File: src/rtl/cu_pkg.sv
// Shared types and constants for the ProjectB controller: state encoding,
// opcode values and ALU select codes.
package cu_pkg;

  localparam int unsigned IW  = 16;
  localparam int unsigned DAW = 8;
  localparam int unsigned RAW = 4;
  localparam int unsigned OPW = 4;
  localparam int unsigned ASW = 3;

  typedef enum logic [3:0] {
    ST_INIT   = 4'd0,
    ST_FETCH  = 4'd1,
    ST_DECODE = 4'd2,
    ST_NOOP   = 4'd3,
    ST_LOAD_A = 4'd4,
    ST_LOAD_B = 4'd5,
    ST_STORE  = 4'd6,
    ST_ADD    = 4'd7,
    ST_SUB    = 4'd8,
    ST_HALT   = 4'd9
  } cu_state_t;

  localparam logic [OPW-1:0] OP_NOOP  = 4'd0;
  localparam logic [OPW-1:0] OP_STORE = 4'd1;
  localparam logic [OPW-1:0] OP_LOAD  = 4'd2;
  localparam logic [OPW-1:0] OP_ADD   = 4'd3;
  localparam logic [OPW-1:0] OP_SUB   = 4'd4;
  localparam logic [OPW-1:0] OP_HALT  = 4'd5;

  localparam logic [ASW-1:0] ALU_PASS = 3'd0;
  localparam logic [ASW-1:0] ALU_ADD  = 3'd1;
  localparam logic [ASW-1:0] ALU_SUB  = 3'd2;

endpackage

File: src/rtl/control_unit.sv
// ProjectB controller FSM: Init/Fetch/Decode/Execute sequencing with Moore
// strobes decoded from state and IR fields. CU_MEM_WAIT_EN splits LOAD in two.
module control_unit
  import cu_pkg::*;
(
  input  logic           clk,
  input  logic           rst,
  input  logic [IW-1:0]  ir,
  output logic           pc_clr,
  output logic           pc_up,
  output logic           ir_ld,
  output logic [DAW-1:0] d_addr,
  output logic           d_wr,
  output logic           rf_s,
  output logic [RAW-1:0] rf_w_addr,
  output logic           rf_w_en,
  output logic [RAW-1:0] rf_ra_addr,
  output logic [RAW-1:0] rf_rb_addr,
  output logic [ASW-1:0] alu_s0,
  output logic           halted
);

  cu_state_t state, state_nxt;
  logic [OPW-1:0] opcode;

  assign opcode = ir[15:12];

  // State register; reset forces INIT even mid-instruction.
  always_ff @(posedge clk or posedge rst) begin
    if (rst) state <= ST_INIT;
    else     state <= state_nxt;
  end

  always_comb begin
    state_nxt  = state;
    pc_clr     = 1'b0;
    pc_up      = 1'b0;
    ir_ld      = 1'b0;
    d_addr     = '0;
    d_wr       = 1'b0;
    rf_s       = 1'b0;
    rf_w_addr  = '0;
    rf_w_en    = 1'b0;
    rf_ra_addr = '0;
    rf_rb_addr = '0;
    alu_s0     = ALU_PASS;
    halted     = 1'b0;

    unique case (state)
      ST_INIT: begin
        pc_clr    = 1'b1;
        state_nxt = ST_FETCH;
      end
      ST_FETCH: begin
        ir_ld     = 1'b1;
        pc_up     = 1'b1;
        state_nxt = ST_DECODE;
      end
      ST_DECODE: begin
        unique case (opcode)
          OP_STORE: state_nxt = ST_STORE;
          OP_LOAD:  state_nxt = ST_LOAD_A;
          OP_ADD:   state_nxt = ST_ADD;
          OP_SUB:   state_nxt = ST_SUB;
          OP_HALT:  state_nxt = ST_HALT;
          default:  state_nxt = ST_NOOP;
        endcase
      end
      ST_NOOP: state_nxt = ST_FETCH;
      ST_STORE: begin
        d_addr     = ir[7:0];
        rf_ra_addr = ir[11:8];
        alu_s0     = ALU_PASS;
        d_wr       = 1'b1;
        state_nxt  = ST_FETCH;
      end
`ifdef CU_MEM_WAIT_EN
      // Address phase only; synchronous-read memory returns data next cycle.
      ST_LOAD_A: begin
        d_addr    = ir[11:4];
        state_nxt = ST_LOAD_B;
      end
`else
      ST_LOAD_A: begin
        d_addr    = ir[11:4];
        rf_s      = 1'b1;
        rf_w_addr = ir[3:0];
        rf_w_en   = 1'b1;
        state_nxt = ST_FETCH;
      end
`endif
      ST_LOAD_B: begin
        d_addr    = ir[11:4];
        rf_s      = 1'b1;
        rf_w_addr = ir[3:0];
        rf_w_en   = 1'b1;
        state_nxt = ST_FETCH;
      end
      ST_ADD, ST_SUB: begin
        rf_ra_addr = ir[11:8];
        rf_rb_addr = ir[7:4];
        rf_w_addr  = ir[3:0];
        rf_s       = 1'b0;
        alu_s0     = (state == ST_ADD) ? ALU_ADD : ALU_SUB;
        rf_w_en    = 1'b1;
        state_nxt  = ST_FETCH;
      end
      ST_HALT: begin
        halted    = 1'b1;
        state_nxt = ST_HALT;
      end
      default: state_nxt = ST_INIT;
    endcase
  end

endmodule
File: config.mk
export PLATFORM = sky130hd
export DESIGN_NAME = control_unit
export DESIGN_NICKNAME = d
export VERILOG_FILES = /design/src/rtl/cu_pkg.sv /design/src/rtl/control_unit.sv
export SDC_FILE = /design/constraint.sdc
export NUM_CORES = 1
export LEC_CHECK = 0
export CAP_MARGIN = 15
export CORE_MARGIN = 2
export CORE_UTILIZATION = 27
export DETAILED_ROUTE_END_ITERATION = 8
export PLACE_DENSITY = 0.74
export SLEW_MARGIN = 15
export SYNTH_ARGS = -nofsm -noshare
export SYNTH_HDL_FRONTEND = slang
export SYNTH_SLANG_ARGS = --single-unit
File: constraint.sdc
create_clock -name clk -period 1.6 [get_ports clk]
set_clock_uncertainty 0.15 [all_clocks]
set_input_delay 0.32 -clock clk [delete_from_list [all_inputs] [get_ports clk]]
set_output_delay 0.32 -clock clk [all_outputs]
set_load 0.02 [all_outputs]
# Word-level counts from Yosys, hierarchy flattened
# Index checks and enable logic that the tools add are counted.
dict set report totals {
  regBits 4
  in_bits 18
  output_inout_bits 30
  wordCells 35
}
dict set report classes {
  n_eq_ne 14
  n_mux 14
  n_reduce_logical 6
}
# op count
set op_table {}
lappend op_table {{$eq 4x3->1 const B} 6}
lappend op_table {{$pmux 4 s5} 1}
lappend op_table {{$eq 4x2->1 const B} 4}
lappend op_table {{$pmux 4 s4} 1}
lappend op_table {{$pmux 8 s2} 1}
lappend op_table {{$mux 4} 3}
lappend op_table {{$eq 4x1->1 const B} 2}
lappend op_table {{$eq 4x4->1 const B} 2}
lappend op_table {{$reduce_or 7->1} 1}
lappend op_table {{$mux 1} 6}
lappend op_table {{$logic_not 4->1} 1}
lappend op_table {{$mux 2} 2}
lappend op_table {{$reduce_or 2->1} 2}
lappend op_table {{$reduce_or 4->1} 1}
lappend op_table {{$reduce_or 3->1} 1}

# Logic depth before layout (Yosys ltp)
dict set report depth {
  depth_word 3
  depth_mapped 4
  mapped_depth_nobuf 3
}

# Worst setup path before layout
# Ideal clock, no wire load.
dict set report synth_timing {
  path_type {reg2out}
  from {reg state[0]}
  to {out rf_w_addr[0]}
  t_arrival_ps 1469
  required_time_ps 1130
  setup_slack_ps -339
  path_stages_with_launch 5
  path_buffers 1
  cell_sequence {dfrtp_1 buf_6 or3b_1 a21oi_2 and2_1}
}
dict set report synth_via {
  elab_chain_cells 3
  word_cells_on_any_way 6
  classes_between {4 x eq/ne; 1 x mux; 1 x reduce/logical}
}
# item line_no
set synth_rtl {}
lappend synth_rtl {{start, declared} control_unit.sv:23} ;# cu_state_t state, state_nxt;
lappend synth_rtl {{start signal, assigned} control_unit.sv:31} ;# else state <= state_nxt;
lappend synth_rtl {{$eq 4x3->1 / $eq 4x4->1 (equally long branches)} control_unit.sv:49} ;# unique case (state)
lappend synth_rtl {{$reduce_or 4->1 (no line) *} -}
lappend synth_rtl {{$mux 4 *} control_unit.sv:49}
lappend synth_rtl {{end, declared} control_unit.sv:15} ;# output logic [RAW-1:0] rf_w_addr,
# Every way passes the cells marked *; elsewhere a longest branch is shown, timed or not.

# Worst setup path in the final report
dict set report layout_timing {
  from {reg state[1]}
  to {out rf_rb_addr[3]}
}
dict set report layout_via {
  elab_chain_cells 3
  word_cells_on_any_way 4
  classes_between {2 x eq/ne; 1 x mux; 1 x reduce/logical}
}
# item line_no
set layout_rtl {}
lappend layout_rtl {{$eq 4x3->1 / $eq 4x4->1 (equally long branches)} control_unit.sv:49}
lappend layout_rtl {{$reduce_or 2->1 *} -}
lappend layout_rtl {{$mux 4 *} control_unit.sv:49}
lappend layout_rtl {{end, declared} control_unit.sv:18} ;# output logic [RAW-1:0] rf_rb_addr,
# Marks and branches as above.

==> metrics.csv <==
stage,metric,value,unit
run_status,outcome,"finished, violations left",
run_status,violations,negative setup slack,
global_route,track_usage,21.35,%
global_route,antenna_found_initial,0,
clock_tree,cts_tree,done,
global_route,grt-ovfl-total,0,
drt,wl,2437,um
die,core-area,1922,sq um
final_layout,drive_gt1_share,66.90,%
power,finalPower,1.559,mW
die,io_pins,48,
final_layout,reg_top3,state (4),
yosys,ys_seq_area_share,18.52,%
die,die-area,2376,sq um
final_layout,largest_reg_flops,4,
yosys,yosys_warnings,0,
sta,timing.hold.ws,120.1,ps
yosys,synthCells,66,
drt,wl_per_cell,14.17,um
power,power.density,1051,nW/um^2
setup_path,worstSetupEndpointType,primary output,
yosys,synth_mux_area_share,0,%
die,rows,16,
drt,firstDrtPassIters,4,
hold_path,hold_class,input pin to async pin,
sta,hold_viol,0,
yosys,synthXorXnorAreaFrac,1.620,%
yosys,synthAdderAreaFrac,0,%
clock_tree,cts.htree.levels,1,
clock_tree,cts_hold_buf,0,
setup_path,critPathArrivalTime,1660,ps
placed_design,pre_cts_slack,-733.9,ps
sta,period_share,133.4,%
die,initial_core_util,28.12,%
yosys,synth.avg_cell_area,8.190,sq um
sta,drv_slew,0,
yosys,synth_cell_type_count,28,
setup_path,start_kind,flip-flop,
die,fp.dieH,48.74,um
setup_path,path_max_fanout,4,
sta,setup_violations,30,
placed_design,dp_hpwl,1599,um
final_layout,finalNonFillerCells,172,
drt,via_count,822,
final_layout,area_delta_synth_final,174.3,%
final_layout,largest-register,state,
sta,rsz0062_at_grt,yes,
placed_design,gp_congestion,0.7297,
global_route,grt_max_degree,7,
setup_path,cp.required,1130,ps
placed_design,placed_cells,151,
power,ir_drop,0.001048,V
yosys,synth_top_family_by_area,simple AND/OR/NAND/NOR gates,
yosys,syn_area,540.5,sq um
yosys,synth-compound-area-share,28.01,%
drt,drc_errors,0,
final_layout,fin_nets,165,
global_route,grt_pass1_wl,3912,um
clock_tree,clock_latency,240,ps
drt,detail-route-antenna-nets,0,
clock_tree,cts_made_buffers,3,
clock_tree,root_buffer,clkbuf_4,
sta,min_period,2134,ps
clock_tree,clkSinkCount,4,
placed_design,io_buffers,46,
sta,timing.final.ws_setup,-534.4,ps
job,max-cap-violations,0,
final_layout,antennaDiodeCount,0,
global_route,grt_pass1_vias,849,
yosys,yosys.area_share.simple,40.51,%
yosys,syn-num-nets,84,
clock_tree,cts_buffer_depth,2,
drt,vias_per_cell,4.779,
power,leakage,0.6771,nW
sta,fmax,468.5,MHz
drt,drtIter0Drc,11,
clock_tree,clkTransAtPathRegs,40,ps
die,die_x,48.74,um
setup_path,setup.worst_path.class,flip-flop to primary output,
yosys,ys_ff_latch,4,
routing by layer:
layer  global-route usage, %  up-vias  routed length, um
met2                   41.10       51               1284
met5                       0        -                  0
li1                        -      395                  -
met1                   22.03      371                901
met4                   8.571        0                 44
met3                   4.630        5                206
worst paths after layout:
path                            startpoint             to  slack (ps)  cells after the start
worst min-delay path                   rst       state[1]         120                      2
worst min register to register    state[1]       state[1]         570                      3
max in group asynchronous              rst       state[2]        1010                      2
worst max-delay path              state[1]  rf_rb_addr[3]        -530                      4
worst max register to register    state[1]       state[0]         -40                      7
min in group clk                  state[1]       state[1]         570                      3
placed cells by master, fill, tap and decap left out, drive strengths merged:
master / netlist / final
and2: 12 / 12
buf: 5 / 64
clkbuf: 0 / 3
o31ai: 1 / 1
conb: 1 / 1
clkdlybuf4s50: 0 / 17
nand3b: 1 / 1
o22ai: 1 / 1
nand2b: 5 / 5
inv: 4 / 3
or4b: 1 / 1
dfrtp: 4 / 4
a22o: 8 / 8
or3b: 1 / 1
nor2: 5 / 5
clkinvlp: 0 / 1
o211ai: 1 / 1
nor2b: 1 / 1
nor4b: 1 / 1
a221oi: 1 / 1
xor2: 1 / 1
nor3: 4 / 4
nor4: 1 / 1
and3b: 1 / 1
a21oi: 1 / 1
o21ai: 5 / 5
cell usage after synthesis, drive strengths merged:
master	count	area [sq um]
and2	12	75.07
a22o	8	70.07
buf	5	42.53
nand2b	5	31.28
nor2	5	21.27
o21ai	5	28.78
dfrtp	4	100.1
inv	4	15.01
nor3	4	31.28
a21oi	1	8.760
a221oi	1	8.760
and3b	1	8.760
conb	1	3.750
nand3b	1	7.510
nor2b	1	6.260
nor4	1	6.260
nor4b	1	8.760
o211ai	1	7.510
o22ai	1	6.260
o31ai	1	21.27
or3b	1	8.760
or4b	1	13.76
xor2	1	8.760
through the flow:
stage | utilization [%] | TNS [ps] | cell area [sq um]
CTS | 74.41 | -11570 | 1430
detailed placement | 61.46 | -16070 | 1181
global route | 77.15 | -13680 | 1483
global placement | 61.46 | -15680 | 1181
floorplan | - | -5166 | 608.1
finish | 77.15 | -11780 | 1483
kinds of logic (layout without fill, tap and decap cells):
| family | count (synthesis) | after routing |
|---|---|---|
| and+or+nand+nor | 33 | 33 |
| AOI/OAI and AO/OA | 18 | 18 |
| buffers and inverters | 9 | 88 |
| DFF | 4 | 4 |
| other | 1 | 1 |
| xor gates and xnor gates | 1 | 1 |
report_power, final:
group | switching, mW | internal, mW | total (mW)
combinational | 0.535 | 0.729 | 1.26
clock | 0.0451 | 0.0841 | 0.129
sequential | 0.0324 | 0.133 | 0.165
worst max-delay path: stages (launching register included):
cell and delay [ps]:
dfrtp_1 400, or4b_4 600, o31ai_4 110, and2_4 200
buf_6 110
area by class of cell:
type | count | area, sq um
clock buffer | 3 | 22.52
fill | 131 | 439.2
inverter | 4 | 21.27
multi-input combinational | 53 | 504.2
sequential | 4 | 100.1
tap | 27 | 33.78
timing repair buffer | 81 | 800.8
repair_timing:
action / 4_1_cts / 5_1_grt
resized for setup: 184 / 18
cloned: 2 / 0
setup endpoints to repair: 29 / 32
pin swaps: 16 / 19
setup buffers: 15 / 4
endpoints found under the hold margin: 0 / 0
No activity file was read; power rests on OpenSTA's default activity.
